**src/rtl/tick_timer_sched.sv**
```systemverilog
// Prescaled tick generator driving CH independent one-shot tick-count timers.
// Optional auto-reload per channel is compiled in when TIMER_AUTO_RELOAD_EN is defined.
module tick_timer_sched #(
  parameter int unsigned N  = 17,
  parameter int unsigned CH = 4,
  parameter int unsigned W  = 8
) (
  input  logic          clk,
  input  logic          reset,
  input  logic          pause,
  input  logic [CH-1:0] start,
  input  logic [CH-1:0] cancel,
  input  logic [CH*W-1:0] load_val,
`ifdef TIMER_AUTO_RELOAD_EN
  input  logic [CH-1:0] reload,
`endif
  output logic          tick,
  output logic [CH-1:0] busy,
  output logic [CH-1:0] done
);

  typedef enum logic {IDLE = 1'b0, RUN = 1'b1} state_t;

  logic [N-1:0]  presc;
  logic [CH-1:0] reload_en;

`ifdef TIMER_AUTO_RELOAD_EN
  assign reload_en = reload;
`else
  assign reload_en = '0;
`endif

  // Free-running prescaler; tick is the registered wrap indication.
  always_ff @(posedge clk) begin
    if (reset) begin
      presc <= '0;
      tick  <= 1'b0;
    end else if (!pause) begin
      presc <= presc + N'(1);
      tick  <= (presc == '1);
    end else begin
      tick  <= 1'b0;
    end
  end

  for (genvar i = 0; i < CH; i++) begin : g_ch
    state_t       state;
    logic [W-1:0] rem;
    logic [W-1:0] lv;
    logic         busy_q;
    logic         done_q;

    assign lv = load_val[i*W +: W];

    // Priority: cancel > start > tick-driven countdown. Pause freezes rem even
    // in the single cycle where a tick issued before the pause is still visible.
    always_ff @(posedge clk) begin
      if (reset) begin
        state  <= IDLE;
        rem    <= '0;
        busy_q <= 1'b0;
        done_q <= 1'b0;
      end else begin
        done_q <= 1'b0;
        if (cancel[i]) begin
          state  <= IDLE;
          rem    <= '0;
          busy_q <= 1'b0;
        end else if (start[i]) begin
          if (lv != '0) begin
            state  <= RUN;
            rem    <= lv;
            busy_q <= 1'b1;
          end else begin
            state  <= IDLE;
            rem    <= '0;
            busy_q <= 1'b0;
            done_q <= 1'b1;
          end
        end else if (state == RUN && tick && !pause) begin
          if (rem == W'(1)) begin
            done_q <= 1'b1;
            if (reload_en[i] && lv != '0) begin
              rem <= lv;
            end else begin
              state  <= IDLE;
              rem    <= '0;
              busy_q <= 1'b0;
            end
          end else begin
            rem <= rem - W'(1);
          end
        end
      end
    end

    assign busy[i] = busy_q;
    assign done[i] = done_q;
  end

endmodule

```
**config.mk**
```make
export PLATFORM = sky130hd
export DESIGN_NAME = tick_timer_sched
export DESIGN_NICKNAME = d
export VERILOG_FILES = /design/src/rtl/tick_timer_sched.sv
export SDC_FILE = /design/constraint.sdc
export NUM_CORES = 1
export LEC_CHECK = 0
export CAP_MARGIN = 0
export CORE_UTILIZATION = 50
export CTS_BUF_LIST = sky130_fd_sc_hd__clkbuf_2
export DETAILED_ROUTE_END_ITERATION = 6
export HOLD_SLACK_MARGIN = 0.02
export PLACE_DENSITY_LB_ADDON = 0.05
export SLEW_MARGIN = 0
export SYNTH_ARGS = -nofsm -noshare
export SYNTH_HDL_FRONTEND = slang
export SYNTH_SLANG_ARGS = --single-unit
```
**constraint.sdc**
```tcl
create_clock -name clk -period 4.2 [get_ports clk]
set_input_delay 0.42 -clock clk [delete_from_list [all_inputs] [get_ports clk]]
set_output_delay 0.42 -clock clk [all_outputs]
set_load 0.02 [all_outputs]
```
==> run_results.csv <==
group,metric,value,unit
logic_synthesis,asyncSetResetFlopFracSynth,0,%
worst_setup_path,worstPathCellList,"clkdlybuf4s50_1",
layout,layout.cells.most_common_list,"sky130_fd_sc_hd__dfxtp_1 (58), sky130_fd_sc_hd__clkdlybuf4s50_1 (51), sky130_fd_sc_hd__nand2_1 (36)",
logic_synthesis,dominantRegCellSynth,"sky130_fd_sc_hd__dfxtp_1",
place,place_area,0.00365,mm^2
clocking,cts_sinks,58,
hold_path,hold_path_depth,2,
die,die-area,0.00667,mm^2
logic_synthesis,synthesized_net_count,441,
layout,num-fill-cells,556,
hold_path,holdCritStartpoint,"presc[15]$_SDFFE_PP0N_",
clocking,clock_latency_reported_for_the_late_side_of_the_worst_skew_pair,0.46,ns
global_route,first_global_vias,2633,
clocking,ctsRootBufferMaster,"sky130_fd_sc_hd__clkbuf_2",
worst_setup_path,worstReg2RegEnd,"g_ch[2].rem[5]$_SDFFE_PP0P_",
power_and_ir_drop,power.total,1.14,mW
worst_setup_path,nature_of_the_critical_path_endpoint,"output port",
clocking,postcts_resize_cnt,0,
logic_synthesis,ys_warn_count,0,
clocking,h-tree-depth,3,
logic_synthesis,synthCells,388,
timing,remaining_max_slew_budget_at_the_tightest_pin,44.4,%
drt,wl_per_cell,14.2,um
die,die_width,81.6,um
worst_setup_path,reg2reg_setup_slack,2.26,ns
worst_setup_path,cp_data_required_time,3.78,ns
layout,design_area,0.00378,mm^2
die,die-height,81.6,um
clocking,cts.repair_timing.setup_buffer_count,0,
worst_setup_path,worst_ep_arrival_time,1.67,ns
place,place.detailed.hpwl,5.32,mm
hold_path,hold_end,"presc[15]$_SDFFE_PP0N_",
timing,max_slew.worst_pin.slew,0.831,ns
timing,setup_tns,0,ns
run,drv.max_cap_violation_count,0,
logic_synthesis,avgSynthCellArea,8.17,um^2
hold_path,timing.hold.worst.class,"register to register",
worst_setup_path,critical-path-slowest-cell,"sky130_fd_sc_hd__clkdlybuf4s50_1",
worst_setup_path,reg2regPathDepth,5,
clocking,clk_transition_reported_paths,0.17,ns
place,placement.io_buffers,51,
timing,total_count_of_max_transition_violations_in_the_final_report,0,
worst_setup_path,critical_path_buf_inv_count,1,
die,core_area,0.00603,mm^2
layout,area.growth.synth_to_final,19.2,%
place,gpl.final_weighted_congestion,0.914,
timing,grt_setup_unrepaired,"false",
timing,fmax,0.477,GHz
die,start_util,52.6,%
clocking,clock_tree.buffer_depth,2,
die,row_count,28,
drt,drtIter0Drc,162,
drt,num_vias,2952,
global_route,antenna_violations_before_repair,0,
worst_setup_path,timing.critical_path.max_delay_family,"buffers and inverters",
layout,multiInputGateArea,0.00184,mm^2
global_route,globalRoute.totalOverflow,0,
worst_setup_path,worstReg2RegStart,"g_ch[2].rem[0]$_SDFFE_PP0P_",
drt,drt-vias-per-instance,5.85,
clocking,numCtsBuffers,9,
logic_synthesis,synth-edff-count,0,
power_and_ir_drop,ir_drop,0.215,mV
power_and_ir_drop,pwr_density_cell,303,mW/mm^2
layout,layout.cells.most_common,"sky130_fd_sc_hd__dfxtp_1",
worst_setup_path,critPathLaunchType,"register",
layout,final-seq-area,0.00116,mm^2
power_and_ir_drop,power.static_leakage,1.38,nW
logic_synthesis,yosysUniqueCellTypes,52,
worst_setup_path,timing.critical_path.slowest_cell_delay,0.68,ns
clocking,cts-hold-fix-buffers,0,
layout,number_of_antenna_repair_diodes,0,
worst_setup_path,worstSetupPathDepth,1,
drt,detail_route.drc_violations,0,
global_route,grt_first_pass_wirelength,11.6,mm
outcome,status,"completed",
die,boundaryPins,52,
drt,first_pass_iters,4,
timing,hold_ws,0.507,ns
logic_synthesis,synth.cell_area,0.00317,mm^2
global_route,maximum_number_of_pins_on_one_net_before_global_route_repair,24,
layout,layout-drive-gt1-share,5.12,%
clocking,tritoncts_clock_tree,"built",
timing,endpoints_failing_setup,0,
worst_setup_path,worstPathMaxFanout,9,
logic_synthesis,ys_seq_area_share,36.6,%
drt,ant_nets,0,
timing,timing.clock.skew,0.0249,ns
timing,final_period_demand_of_the_worst_path,2.09,ns
timing,timing.final.hold_violations,0,
drt,finalWirelength,7.19,mm
logic_synthesis,ys_seq_elements,58,
worst_setup_path,path_class,"register to output port",
layout,layout.nets,478,
timing,portion_of_the_clock_cycle_consumed_by_the_worst_path_in_the_final_layout,49.9,%
global_route,grt_total_usage,22.8,%
## worst min-delay path: cells and delay by family, from the launching register on
| family | cells | cell delay (ns) |
|---|---|---|
| flops | 1 | 0.35 |
| compound gates | 2 | 0.13 |
## cell families (layout without fill, tap and decap cells)
group,count (synthesis),in the layout,synth area share [%]
and+or+nand+nor,152,152,25.4
AOI/OAI and AO/OA,106,106,21.8
DFF,58,58,36.6
buffers and inverters,38,80,5.48
xor gates and xnor gates,21,21,5.80
adders and majority gates,10,10,3.94
muxes,3,3,0.947
## per-stage QoR
stage          setup WS [ns]  utilization, %  instances
5_1_grt                 1.99            62.7        505
6_report                2.11            62.7        505
3_5_place_dp            1.78            60.6        489
4_1_cts                 2.08            62.7        505
2_1_floorplan           2.56               -        388
3_3_place_gp            1.85            60.6        489
## synthesized netlist by cell type, drive strengths merged, types with 3 or more instances
library cell	n	share of area [%]
dfxtp	58	37
nand2	36	4.3
nor2	32	3.8
o21ai	26	4.2
a21oi	25	3.9
xor2	17	4.7
clkbuf	13	1.5
inv	13	1.5
buf	12	2.4
nand3	11	1.7
nor3	11	1.7
nor4	11	2.2
ha	10	3.9
o211ai	8	1.9
o22ai	8	1.6
a211oi	6	1.4
and3b	6	1.7
a21o	5	1.2
and3	5	0.99
nand2b	5	0.99
nand3b	5	1.2
nand4	5	0.99
or2	5	0.99
or3	5	0.99
a22oi	4	0.95
a31oi	4	0.79
a32oi	4	1.1
xnor2	4	1.1
a221oi	3	0.83
mux2i	3	0.95
nor2b	3	0.59
o311ai	3	0.83
## metal layers
layer | GRT usage, % | wire length, um | vias up
met4 | 11.4 | 114 | 0
li1 | - | - | 1487
met5 | 0 | 0 | -
met1 | 28.0 | 3350 | 1360
met2 | 38.1 | 3380 | 93
met3 | 4.22 | 344 | 12
## worst max-delay path by stage
| stage | startpoint | endpoint | slack (ns) |
|---|---|---|---|
| floorplan | g_ch[1].rem[0]$_SDFFE_PP0P_ | g_ch[1].rem[6]$_SDFFE_PP0P_ | 2.56 |
| global placement | pause | g_ch[3].rem[7]$_SDFFE_PP0P_ | 1.85 |
| detailed placement | pause | g_ch[3].rem[7]$_SDFFE_PP0P_ | 1.78 |
| CTS | tick$_SDFF_PP0_ | tick | 2.08 |
| global route | tick$_SDFF_PP0_ | tick | 1.99 |
| finish | tick$_SDFF_PP0_ | tick | 2.11 |
## cell type report
cell class	count	area share, %
multi-input combinational	292	48.6
clock inverter	7	2.22
clock buffer	9	1.19
inverter	13	1.29
timing repair buffer	51	13.5
sequential	58	30.7
tap	75	2.48
## where the power goes
part / switching [mW] / internal (mW)
combinational: 0.0818 / 0.0847
sequential: 0.0185 / 0.567
clock: 0.202 / 0.191
## registers in the layout, indices dropped and copies added, names as in the netlist
signal / count
g_ch.rem: 32
presc: 17
g_ch.busy_q: 4
g_ch.done_q: 4
tick: 1
No activity file was read; power rests on OpenSTA's default activity.
